==> src/rtl/dmem_pkg.sv <==
// Shared types and constants for the data-memory SRAM interface.
// The DMEM_ADDR_MAP_EN build option is handled in dmem_addr_map.
package dmem_pkg;

    typedef enum logic [1:0] {
        IDLE = 2'd0,
        REQ  = 2'd1,
        WAIT = 2'd2,
        DONE = 2'd3
    } dmemState_e;

    localparam logic [1:0] SIZE_B = 2'd0;
    localparam logic [1:0] SIZE_H = 2'd1;
    localparam logic [1:0] SIZE_W = 2'd2;

    // kseg0/kseg1 are identified by the top two address bits; the mask strips the segment bits
    localparam logic [1:0]  KSEG01_TOP = 2'b10;
    localparam logic [31:0] KSEG_MASK  = 32'h1FFF_FFFF;

endpackage

==> src/rtl/dmem_addr_map.sv <==
// Combinational virtual-to-physical address translation for data accesses.
// With DMEM_ADDR_MAP_EN defined, kseg0/kseg1 fold onto physical zero; otherwise the address passes through.
module dmem_addr_map
    import dmem_pkg::*;
#(
    parameter int ADDR_W = 32
) (
    input  logic [ADDR_W-1:0] virtAddr,
    output logic [ADDR_W-1:0] physAddr
);

`ifdef DMEM_ADDR_MAP_EN
    always_comb begin
        physAddr = virtAddr;
        if (virtAddr[ADDR_W-1 -: 2] == KSEG01_TOP) begin
            physAddr = virtAddr & ADDR_W'(KSEG_MASK);
        end
    end
`else
    assign physAddr = virtAddr;
`endif

endmodule

==> src/rtl/dmem_sram_if.sv <==
// Memory-stage to SRAM-like bus bridge: one outstanding transaction, pipeline stall until completion.
// Address translation is selected by the DMEM_ADDR_MAP_EN build option (see dmem_addr_map).
module dmem_sram_if
    import dmem_pkg::*;
#(
    parameter int ADDR_W = 32,
    parameter int DATA_W = 32
) (
    input  logic              clk,
    input  logic              rst,
    input  logic              memreq_i,
    input  logic [3:0]        memwen_i,
    input  logic [1:0]        size_i,
    input  logic [ADDR_W-1:0] addr_i,
    input  logic [DATA_W-1:0] wdata_i,
    input  logic              cancel_i,
    input  logic              pipe_stall_i,
    output logic [DATA_W-1:0] rdata_o,
    output logic              stall_o,
    output logic              data_req,
    output logic              data_wr,
    output logic [1:0]        data_size,
    output logic [ADDR_W-1:0] data_addr,
    output logic [3:0]        data_wstrb,
    output logic [DATA_W-1:0] data_wdata,
    input  logic              data_addr_ok,
    input  logic              data_data_ok,
    input  logic [DATA_W-1:0] data_rdata
);

    dmemState_e        state;
    dmemState_e        nextState;
    logic              dropFlag;
    logic              startReq;
    logic              dropResp;
    logic [ADDR_W-1:0] physAddr;
    logic [DATA_W-1:0] rdataReg;
    logic              busWr;
    logic [1:0]        busSize;
    logic [ADDR_W-1:0] busAddr;
    logic [3:0]        busWstrb;
    logic [DATA_W-1:0] busWdata;

    dmem_addr_map #(.ADDR_W(ADDR_W)) uAddrMap (
        .virtAddr (addr_i),
        .physAddr (physAddr)
    );

    assign startReq = (state == IDLE) && memreq_i && !cancel_i;
    // A flush arriving together with the response must not write back either
    assign dropResp = dropFlag || cancel_i;

    always_ff @(posedge clk or posedge rst) begin
        if (rst) begin
            state <= IDLE;
        end else begin
            state <= nextState;
        end
    end

    // Acceptance wins over a simultaneous cancel: once addr_ok is seen a response will follow
    always_comb begin
        nextState = state;
        case (state)
            IDLE: if (startReq) nextState = REQ;
            REQ: begin
                if (data_addr_ok) begin
                    nextState = WAIT;
                end else if (cancel_i) begin
                    nextState = IDLE;
                end
            end
            WAIT: if (data_data_ok) nextState = dropResp ? IDLE : DONE;
            DONE: if (!pipe_stall_i) nextState = IDLE;
            default: nextState = IDLE;
        endcase
    end

    always_comb begin
        data_req = (state == REQ);
        stall_o  = (memreq_i && !cancel_i && (state != DONE)) || ((state == WAIT) && dropFlag);
    end

    always_ff @(posedge clk or posedge rst) begin
        if (rst) begin
            dropFlag <= 1'b0;
        end else if (nextState == IDLE) begin
            dropFlag <= 1'b0;
        end else if (cancel_i && ((state == WAIT) || ((state == REQ) && data_addr_ok))) begin
            dropFlag <= 1'b1;
        end
    end

    // Bus fields are frozen at request start so the bus sees a stable transaction until accepted
    always_ff @(posedge clk or posedge rst) begin
        if (rst) begin
            busWr    <= 1'b0;
            busSize  <= 2'd0;
            busAddr  <= '0;
            busWstrb <= 4'd0;
            busWdata <= '0;
        end else if (startReq) begin
            busWr    <= (memwen_i != 4'd0);
            busSize  <= size_i;
            busAddr  <= physAddr;
            busWstrb <= memwen_i;
            busWdata <= wdata_i;
        end
    end

    always_ff @(posedge clk or posedge rst) begin
        if (rst) begin
            rdataReg <= '0;
        end else if ((state == WAIT) && data_data_ok && !dropResp && !busWr) begin
            rdataReg <= data_rdata;
        end
    end

    assign rdata_o    = rdataReg;
    assign data_wr    = busWr;
    assign data_size  = busSize;
    assign data_addr  = busAddr;
    assign data_wstrb = busWstrb;
    assign data_wdata = busWdata;

endmodule
==> config.mk <==
export PLATFORM = sky130hd
export DESIGN_NAME = dmem_sram_if
export DESIGN_NICKNAME = d
export VERILOG_FILES = /design/src/rtl/dmem_pkg.sv /design/src/rtl/dmem_addr_map.sv /design/src/rtl/dmem_sram_if.sv
export SDC_FILE = /design/constraint.sdc
export NUM_CORES = 1
export LEC_CHECK = 0
export ABC_CLOCK_PERIOD_IN_PS = 2900
export BUFFER_PORTS_ARGS = -buffer_cell sky130_fd_sc_hd__clkbuf_2
export CAP_MARGIN = 20
export CORE_ASPECT_RATIO = 1.75
export CORE_MARGIN = 4
export CORE_UTILIZATION = 42
export CTS_CLUSTER_DIAMETER = 100
export DETAILED_ROUTE_END_ITERATION = 6
export PLACE_DENSITY = 0.8
export SLEW_MARGIN = 25
export SYNTH_ARGS = -nofsm -noshare
export SYNTH_HDL_FRONTEND = slang
export SYNTH_HIERARCHICAL = 1
export SYNTH_SLANG_ARGS = --single-unit
==> constraint.sdc <==
create_clock -name clk -period 2.9 [get_ports clk]
set_input_delay 0.145 -clock clk [delete_from_list [all_inputs] [get_ports clk]]
set_output_delay 0.145 -clock clk [all_outputs]
set_load 0.1 [all_outputs]
=== Yosys cells after proc, flatten, opt, wreduce, memory -nomap -nowiden ===
Index checks and enable logic that the tools add are counted.

* Output and inout port bits: 105
* Logic and storage cells: 41
* Bits in latches: 0
* Memories kept: 0
* Bits in read-only memories: 0
* RAM bits: 0
* Register bits: 106

* Multipliers: 0
* $lt $le $gt $ge: 0
* Muxes and demuxes: 9
* Shift operators: 0
* Div/mod/pow operators: 0
* Bitwise logic cells: 0
* Equal/unequal tests: 4
* $add $sub $neg: 0
* Reductions and logical operators: 20

{| class="wikitable"
|+ Operators by type and width
! operator !! number
|-
| $mux W2 || 6
|-
| $logic_and A1 B1 Y1 || 10
|-
| $pmux W2 S4 || 1
|-
| $eq A2 B2 Y1 const B || 2
|-
| $logic_not A2 Y1 || 2
|-
| $reduce_bool A4 Y1 || 1
|-
| $logic_not A1 Y1 || 3
|-
| $logic_or A1 B1 Y1 || 3
|-
| $eq A2 B1 Y1 const B || 1
|-
| $mux W1 || 2
|-
| $ne A2 B2 Y1 const B || 1
|-
| $reduce_bool A2 Y1 || 1
|}

=== Depth between registers and ports, before layout ===
Gate-level depths: netlist of run 1.

* Depth in word-level cells: 7
* Gate-level depth with buffers: 5

=== Modules after synthesis ===
Netlist of run 1, hierarchy kept.

{| class="wikitable"
|+ By module, submodules not included
! module !! seq. area each (µm²) !! area an instance (µm²) !! instances !! cells an instance
|-
| dmem_sram_if || 2652.5 || 4176.5 || 1 || 244
|-
| dmem_addr_map || 0.0 || 240.2 || 1 || 32
|}

=== Least setup slack after synthesis of run 1 ===
Ideal clock, no wire load.

* Path kind: flip-flop to flip-flop
* From: register state[1]
* To: register dropFlag
* Data arrival time: 2.265 ns
* Cell stages (with the launch flop): 4
* Required time: 2.812 ns
* Slack: 0.547 ns
* Path through: dfrtp_1 nor2b_1 a211oi_1 a22oi_1

* Elaborated cells on any way between the ends: 18
* Those cells by class: 3 x eq/ne; 7 x mux; 8 x reduce/logical

{| class="wikitable"
|+ RTL lines
! what !! line !! RTL
|-
| start: declaration || dmem_sram_if.sv:31 || <nowiki>dmemState_e state;</nowiki>
|-
| start signal: assignment || dmem_sram_if.sv:57 || <nowiki>state <= nextState;</nowiki>
|-
| $eq A2 B1 Y1 * || -- ||
|-
| via data_req || dmem_sram_if.sv:20 || <nowiki>output logic data_req,</nowiki>
|-
| parallel branches: the longest is 4 deep, another holds $pmux W2 S4 || -- ||
|-
| end signal: assignment || dmem_sram_if.sv:86 || <nowiki>dropFlag <= 1'b0;</nowiki>
|-
| end signal: assignment || dmem_sram_if.sv:88 || <nowiki>dropFlag <= 1'b0;</nowiki>
|-
| end signal: assignment || dmem_sram_if.sv:90 || <nowiki>dropFlag <= 1'b1;</nowiki>
|-
| end: declaration || dmem_sram_if.sv:33 || <nowiki>logic dropFlag;</nowiki>
|}

Mark *: on every way through the listed nets, which the timed path passes.
A chain may end at the register's enable or synchronous reset.

=== Worst setup path after layout of run 1 ===
* From: register state[0]
* To: register rdataReg[12], in the netlist rdata_o[12]

* Longest elaborated chain between the ends: 4

{| class="wikitable"
|+ Ends and longest elaborated chain
! what !! line !! RTL
|-
| $eq A2 B2 Y1 || dmem_sram_if.sv:114 || <nowiki>end else if ((state == WAIT) && data_data_ok && !dropResp && !busWr) begin</nowiki>
|-
| $logic_and A1 B1 Y1 (3 in series) || dmem_sram_if.sv:114 ||
|-
| end signal: assignment || dmem_sram_if.sv:115 || <nowiki>rdataReg <= data_rdata;</nowiki>
|-
| end: declaration || dmem_sram_if.sv:37 || <nowiki>logic [DATA_W-1:0] rdataReg;</nowiki>
|}

Every way passes these cells.

==> metrics.yaml, run 1 <==
drive_above_1_share: 0.727
count_of_warnings_emitted_by_yosys: 6
synthDistinctLibCells: 21
synth_fp_nets: 385
clk_pin_slew_worst_paths_ps: 80
hold_viol_final: 0
grt_max_degree: 107
viasPerCell: 4.88
synth-seq-area-share: 0.601
area_growth_from_synthesis_to_layout_pct: 28.8
number_of_top_level_pins: 214
drv_cap: 0
htreeDepth: 3
clock_insertion_delay_worst_skew_ps: 340
yosys.area_share.adder: 0
placement.io_buffers: 213
main_combinational_cell_family_by_area_after_synthesis: "multiplexers"
finalWorstSetupSlack_ps: 1020
fmax_mhz: 531
num_vias: 2891
synthSimpleGateAreaFrac: 0.0229
die_width_um: 85.5
crit_path_end_kind: "register"
hpwlAfterDp_um: 7650
period_minus_slack_ps: 1880
gp_routability_congestion: 0.758
ys_top_cells_by_area: "sky130_fd_sc_hd__dfrtp_1, sky130_fd_sc_hd__mux2_2, sky130_fd_sc_hd__mux2_4"
initial_utilization: 0.429
fin_skew_ps: 10.3
floorplan.die_area_um2: 12300
cts_tree: "yes"
cts_root_buffer: "sky130_fd_sc_hd__clkbuf_16"
core_um2: 10300
cts.sinks: 106
status: "finished, final reports clean"
synth.top_cell.area_share: 0.601
synth_largest_area_cell: "sky130_fd_sc_hd__dfrtp_1"
worst_ep_arrival_time_ps: 2110
synth-xor-area-share: 0
global_route_wire_length_before_repair_um: 15700
drc_errors: 0
antenna_cells: 0
slew_headroom: 0.614
area_of_all_sequential_standard_cells_um2: 2650
final_util: 0.552
critical_path_class: "register to register"
globalRouteTotalUtil: 0.162
routedWlPerCell_um: 17.0
grt_pass1_vias: 3266
antenna_left: 0
chipHeight_um: 144
netlist_instances: 276
drt_wl_total_um: 10100
cts.repair_timing.setup_buffer_count: 0
critPathRequiredTime_ps: 3130
cts_inserted_buffers: 9
fin_crit_share: 0.649
grt_setup_unrepaired: "false"
cts_buffer_depth: 2
synth.ff_latch_count: 106
cp_max_fo: 32
drt_iter0_markers: 80
fillers: 848
totalNegativeSetupSlack_ps: 0
multi_input_area_um2: 1430
dp_worst_setup_slack_ps: 1040
critical_path.startpoint_type: "register"
fp-row-count: 49
post_synth_mux_area_share: 0.288
layout.nets: 570
setup_violations: 0
average_instance_area_after_synthesis_um2: 16.0
antenna_found_initial: 0
hp-class: "input port to register"
grt.overflow.total: 0
drtPass1Iterations: 4
synth.cell_area_um2: 4420
share_of_the_synthesized_area_in_compound_gates_ao_oa_aoi_oai: 0.0108
tightest_slew_ps: 578
slew_viol_final: 0
per-stage QoR:
stage / hold WS (ps) / area, µm² / std cells
6_report: 33.6 / 5690 / 593
5_1_grt: 15.6 / 5690 / 593
4_1_cts: 14.2 / 5690 / 593
3_5_place_dp: 350 / 5370 / 576
3_3_place_gp: 335 / 5370 / 576
2_1_floorplan: 274 / 4420 / 276
synth_stat cells:
library cell                 n
sky130_fd_sc_hd__buf_4      39
sky130_fd_sc_hd__nor2b_1     2
sky130_fd_sc_hd__nand4b_4    1
sky130_fd_sc_hd__nor4b_2     1
sky130_fd_sc_hd__nor4_1      1
sky130_fd_sc_hd__mux2_4     30
sky130_fd_sc_hd__o21ai_0     2
sky130_fd_sc_hd__nand2_1     1
sky130_fd_sc_hd__dfrtp_1   106
sky130_fd_sc_hd__a211oi_1    1
sky130_fd_sc_hd__mux2_2     73
sky130_fd_sc_hd__and3_1      1
sky130_fd_sc_hd__a22oi_1     2
sky130_fd_sc_hd__nor2_1      3
sky130_fd_sc_hd__and2b_2     1
sky130_fd_sc_hd__a21oi_1     3
sky130_fd_sc_hd__buf_6       3
sky130_fd_sc_hd__and3b_1     1
sky130_fd_sc_hd__buf_2       1
sky130_fd_sc_hd__nand3_1     1
sky130_fd_sc_hd__inv_1       3
state kept, by name, summed over array words and instances (netlist names):
signal / flops
data_addr: 32
state: 2
rdata_o: 32
data_wstrb: 4
dropFlag: 1
data_size: 2
data_wr: 1
data_wdata: 32
worst max-delay path, stage by stage, from the launching register on:
cell,delay [ps]
sky130_fd_sc_hd__dfrtp_1,480
sky130_fd_sc_hd__and2b_2,300
sky130_fd_sc_hd__nand4b_4,100
sky130_fd_sc_hd__buf_4,480
sky130_fd_sc_hd__mux2_2,400
cell usage in the layout, fill, tap and decap left out, drive strengths merged:
cell and instances:
dlygate4sd3 1, and3b 1, bufinv 1, clkinvlp 1, and3 1, o21ai 2
nand2 1, a22oi 2, dfrtp 106, nand3 1, clkbuf 223, a211oi 1
and2b 1, inv 5, clkinv 2, a21oi 3, nor2b 2, nor4b 1
nor4 1, nand4b 1, mux2 103, nor2 3, buf 3
layout make-up:
class                   count  area share
clock buffers              10      0.0420
repair buffers            217       0.197
well taps                 127      0.0279
multi-input cells         124       0.251
clock inverters             6      0.0123
inverters                   3     0.00264
flip-flops and latches    106       0.466
worst paths after layout:
kind | from | end | slack, ps | cells after the start
min reg2reg | data_wdata[22] | data_wdata[22] | 510 | 1
max | state[0] | rdata_o[12] | 1020 | 4
min in group asynchronous | rst | rdata_o[24] | 530 | 4
max in group asynchronous | rst | data_addr[12] | 1970 | 4
max reg2reg | state[0] | rdata_o[12] | 1020 | 4
min | wdata_i[8] | data_wdata[8] | 30 | 2
what timing repair did:
item / in CTS / in global routing
resized for setup: 0 / 0
hold buffers: 1 / 0
setup endpoints to repair: 0 / 0
hold endpoints to repair: 102 / 0
layer usage:
| metal | track usage | routed length (µm) | share of wire |
|---|---|---|---|
| met4 | 0.0917 | 396 | 0.039 |
| met3 | 0.0493 | 799 | 0.079 |
| met5 | 0 | 0 | 0 |
| met1 | 0.173 | 3360 | 0.33 |
| met2 | 0.282 | 5520 | 0.55 |
logic make-up after synthesis:
family / Yosys count
and+or+nand+nor: 13
DFF: 106
buffers and inverters: 46
AOI/OAI and AO/OA: 8
muxes: 103
Power of run 1 is not shown: default switching activity piles up to over one toggle a cycle in this logic, so the estimate is an artifact.
==> run 2: changes to the inputs <==
--- a/config.mk
+++ b/config.mk
@@ -5,15 +5,15 @@
 export SDC_FILE = /design/constraint.sdc
 export NUM_CORES = 1
 export LEC_CHECK = 0
-export ABC_CLOCK_PERIOD_IN_PS = 2900
+export ABC_CLOCK_PERIOD_IN_PS = 1900
 export BUFFER_PORTS_ARGS = -buffer_cell sky130_fd_sc_hd__clkbuf_2
 export CAP_MARGIN = 20
 export CORE_ASPECT_RATIO = 1.75
 export CORE_MARGIN = 4
-export CORE_UTILIZATION = 42
+export CORE_UTILIZATION = 45
 export CTS_CLUSTER_DIAMETER = 100
 export DETAILED_ROUTE_END_ITERATION = 6
-export PLACE_DENSITY = 0.8
+export PLACE_DENSITY = 0.81
 export SLEW_MARGIN = 25
 export SYNTH_ARGS = -nofsm -noshare
 export SYNTH_HDL_FRONTEND = slang
==> constraint.sdc (replaced) <==
create_clock -name clk -period 1.9 [get_ports clk]
set_input_delay 0.095 -clock clk [delete_from_list [all_inputs] [get_ports clk]]
set_output_delay 0.095 -clock clk [all_outputs]
set_load 0.1 [all_outputs]
==> metrics.yaml, run 2 (same netlist as run 1, synthesis figures left out) <==
grt_pass1_vias: 3806
core_um2: 9530
layout.cells.most_common: "sky130_fd_sc_hd__clkbuf_2"
cts.repair_timing.setup_buffer_count: 0
chipHeight_um: 139
final_util: 0.708
status: "finished, final reports clean"
setup_violations: 0
antenna_found_initial: 1
grt_max_degree: 71
routedWlPerCell_um: 18.4
quantity_of_gates_resized_following_cts: 0
worst_ep_arrival_time_ps: 1930
place_area_um2: 5430
critical_path_class: "register to register"
layout.nets: 670
crit_path_cell_trace: "nor4b_4 > buf_12 > mux2_2"
crit_buf_inv: 1
area_growth_from_synthesis_to_layout_pct: 52.7
critPathMaxStageDelay_ps: 470
slew_viol_final: 0
clk_pin_slew_worst_paths_ps: 70
fmax_mhz: 585
critPathRequiredTime_ps: 2120
clock_insertion_delay_worst_skew_ps: 340
critical_path.startpoint_type: "register"
period_minus_slack_ps: 1710
cts_root_buffer: "sky130_fd_sc_hd__clkbuf_16"
grt_util_met1: 0.216
crit_path_end_kind: "register"
htreeDepth: 3
drt_iter0_markers: 83
grt.busiest_layer: "met2"
tightest_slew_ps: 583
path_delay_family: "flip-flops"
slew_headroom: 0.613
grt_use_met3: 0.0583
num_vias: 3307
drtPass1Iterations: 4
cts_tree: "yes"
fp-row-count: 47
drc_errors: 0
dp_worst_setup_slack_ps: 202
fin_crit_share: 0.899
placement.io_buffers: 213
drv_cap: 0
gp_routability_congestion: 0.789
number_of_top_level_pins: 214
antenna_left: 0
hp-class: "input port to register"
final_cell_area_excluding_filler_cells_um2: 6750
finalWorstSetupSlack_ps: 192
global_route_wire_length_before_repair_um: 19900
floorplan.die_area_um2: 11500
hold_viol_final: 0
globalRouteTotalUtil: 0.221
leading_cell_types_in_the_layout_fill_and_taps_excluded: "sky130_fd_sc_hd__clkbuf_2, sky130_fd_sc_hd__dfrtp_1, sky130_fd_sc_hd__dlygate4sd3_1, sky130_fd_sc_hd__mux2_2, sky130_fd_sc_hd__mux2_4"
cts.sinks: 106
grt_setup_unrepaired: "false"
cts_buffer_depth: 2
totalNegativeSetupSlack_ps: 0
drt_wl_total_um: 12600
globalRouteMet2Util: 0.408
cp_max_fo: 40
worst_path_max_delay_cell: "sky130_fd_sc_hd__dfrtp_1"
hpwlAfterDp_um: 7920
viasPerCell: 4.81
cts_hold_repair.buffers: 97
fin_skew_ps: 11.4
grt.overflow.total: 0
die_width_um: 82.9
initial_utilization: 0.464
cts_inserted_buffers: 9
drive_above_1_share: 0.605
run 2: changes by cell type in the layout (fill, tap and decap cells not counted), sizes merged:
cell         delta
buf             +3
bufinv          +2
diode           +1
dlygate4sd3    +97
inv             -3
run 2: stage by stage:
stage	hold WS [ps]	std cells
final	17.6	688
after global routing	2.03	688
after CTS	1.76	686
after detailed placement	228	574
after global placement	223	574
after floorplan	224	276
run 2: final timing paths:
path	startpoint	end	slack [ps]	cells past startpoint
max	state[0]	data_wdata[13]	190	3
min in group asynchronous	rst	rdata_o[12]	440	4
max reg2reg	state[0]	data_wdata[13]	190	3
min	memwen_i[1]	data_wstrb[1]	20	2
max in group asynchronous	rst	data_wdata[31]	1090	4
min reg2reg	data_addr[12]	data_addr[12]	510	1
run 2: routing by layer:
| layer | wire length (µm) | vias up | part of all wire |
|---|---|---|---|
| met5 | 0 | - | 0 |
| met3 | 744 | 45 | 0.059 |
| met4 | 607 | 0 | 0.048 |
| met1 | 4180 | 1610 | 0.33 |
| met2 | 7100 | 151 | 0.56 |
| li1 | - | 1501 | - |
run 2: layout make-up:
cell class / count / area (µm²)
fill: 618 / 2780
tap: 122 / 153
timing repair buffer: 317 / 2150
sequential: 106 / 2650
inverter: 3 / 15.0
clock buffer: 10 / 229
clock inverter: 5 / 104
antenna: 1 / 2.50
multi-input combinational: 124 / 1440
Power of run 2 is left out for the same reason.
==> run 3: changes to the inputs <==
--- a/config.mk
+++ b/config.mk
@@ -5,6 +5,7 @@
 export SDC_FILE = /design/constraint.sdc
 export NUM_CORES = 1
 export LEC_CHECK = 0
+export ABC_AREA = 1
 export ABC_CLOCK_PERIOD_IN_PS = 1900
 export BUFFER_PORTS_ARGS = -buffer_cell sky130_fd_sc_hd__clkbuf_2
 export CAP_MARGIN = 20
==> metrics.yaml, run 3 <==
status: "finished, final reports clean"
synth-seq-area-share: 0.594
final_cells: 902
cp_max_fo: 4
drtPass1Iterations: 5
cts_root_buffer: "sky130_fd_sc_hd__clkbuf_16"
leading_cell_types_in_the_layout_fill_and_taps_excluded: "sky130_fd_sc_hd__nand2_1, sky130_fd_sc_hd__clkbuf_2, sky130_fd_sc_hd__dfrtp_1, sky130_fd_sc_hd__dlygate4sd3_1, sky130_fd_sc_hd__inv_1"
hold_viol_final: 0
placement.io_buffers: 213
core_um2: 9590
die_width_um: 83.3
slew_viol_final: 0
globalRouteTotalUtil: 0.226
hp-class: "input port to register"
crit_path_cell_trace: "inv_2 > nor2_4 > inv_1 > o21ai_2 > clkbuf_2"
area_growth_from_synthesis_to_layout_pct: 49.0
critPathMaxStageDelay_ps: 460
final_util: 0.694
drv_cap: 0
worst_path_max_delay_cell: "sky130_fd_sc_hd__clkbuf_2"
synth.top_cell.area_share: 0.594
period_minus_slack_ps: 1700
tightest_slew_ps: 572
gp_routability_congestion: 0.789
setup_violations: 0
synth_fp_nets: 608
post_synth_arst_share: 1.00
grt_setup_unrepaired: "false"
layout.nets: 884
global_route_wire_length_before_repair_um: 21200
number_of_top_level_pins: 214
totalNegativeSetupSlack_ps: 0
drt_iter0_markers: 200
clock_insertion_delay_worst_skew_ps: 340
synthTopCellsByCount: "sky130_fd_sc_hd__nand2_1, sky130_fd_sc_hd__dfrtp_1, sky130_fd_sc_hd__inv_1"
average_instance_area_after_synthesis_um2: 8.95
chipHeight_um: 140
fillers: 666
drive_above_1_share: 0.326
quantity_of_gates_resized_following_cts: 0
num_vias: 4195
fmax_mhz: 587
synthDistinctLibCells: 18
crit_path_end_kind: "output port"
synth_largest_area_cell: "sky130_fd_sc_hd__dfrtp_1"
critical_path_class: "register to output port"
htreeDepth: 3
multi_input_area_um2: 1250
antenna_left: 0
drt_wl_total_um: 12900
routedWlPerCell_um: 14.4
fin_crit_share: 0.897
grt.overflow.total: 0
cts_buffer_depth: 2
fin_skew_ps: 7.65
postSynth.topFlopCell: "sky130_fd_sc_hd__dfrtp_1"
initial_utilization: 0.466
cts_hold_repair.buffers: 99
clk_pin_slew_worst_paths_ps: 70
count_of_warnings_emitted_by_yosys: 6
place.detailed.instances: 787
antenna_found_initial: 0
area_of_all_sequential_standard_cells_um2: 2650
fp-row-count: 47
synth-edff-count: 0
grt_max_degree: 77
worst_ep_arrival_time_ps: 1610
cts_tree: "yes"
cts.sinks: 106
cts.repair_timing.setup_buffer_count: 0
synth_most_common_cell: "sky130_fd_sc_hd__nand2_1"
synth.cell_area_um2: 4460
slew_headroom: 0.620
cts_inserted_buffers: 9
viasPerCell: 4.65
fin_hold_ws_ps: 10.4
floorplan.die_area_um2: 11600
layout.cells.most_common: "sky130_fd_sc_hd__nand2_1"
ff2ff_setup_slack_ps: 520
hpwlAfterDp_um: 8040
grt_pass1_vias: 4430
critPathRequiredTime_ps: 1800
critical_path.startpoint_type: "register"
synth.ff_latch_count: 106
ys_top_cells_by_area: "sky130_fd_sc_hd__dfrtp_1, sky130_fd_sc_hd__nand2_1, sky130_fd_sc_hd__buf_4"
netlist_instances: 499
antenna_cells: 0
drc_errors: 0
## run 3: cell types whose count changed after synthesis, sizes merged, moves of 2 or more
cell,change
nand2,+241
mux2,-103
inv,+41
o21ai,+35
buf,+10
nor2,+5
nand3,+4
a21oi,-2
a22oi,-2
nand4,+2
nor2b,-2
## run 3: critical path, delay by kind of cell, from the launching register on
kind                   cells  cell delay, ps
and+or+nand+nor            1             140
buffers and inverters      3             610
DFF                        1             420
AOI/OAI and AO/OA          1             110
## run 3: kinds of logic (layout without fill, tap and decap cells)
logic type,after synthesis,after routing,synth area share
AO/OA/AOI/OAI,38,38,0.0518
buffers and inverters,97,378,0.127
AND/OR/NAND/NOR,258,258,0.227
flip-flops,106,106,0.594
## run 3: final cells by class
type                       instances  area share
multi-input combinational        296       0.188
clock buffer                      12      0.0385
inverter                          44      0.0254
timing repair buffer             318       0.322
clock inverter                     4     0.00489
sequential                       106       0.399
tap                              122      0.0229
## run 3: path summary, 6_finish.rpt
kind | start | end | cells after the start
setup / recovery | state[1] | stall_o | 5
hold / removal | data_rdata[28] | rdata_o[28] | 3
setup reg to reg | state[0] | data_wdata[8] | 6
hold reg to reg | data_size[0] | data_size[0] | 2
max in group asynchronous | rst | data_addr[5] | 4
min in group asynchronous | rst | data_addr[28] | 4
## run 3: metal layers
metal / wire length [µm] / vias to the layer above / part of all wire / global-route usage
li1: - / 2015 / - / -
met4: 560 / 0 / 0.043 / 0.124
met5: 0 / - / 0 / 0
met1: 4550 / 1942 / 0.35 / 0.247
met3: 853 / 49 / 0.066 / 0.0580
met2: 6980 / 189 / 0.54 / 0.396
## run 3: per-stage QoR
stage | setup WS, ps | cell area (µm²)
after floorplan | 132 | 4470
after global placement | 583 | 5370
after detailed placement | 526 | 5370
after CTS | 181 | 6650
after global routing | 114 | 6650
final | 195 | 6650
Power of run 3 is left out for the same reason.
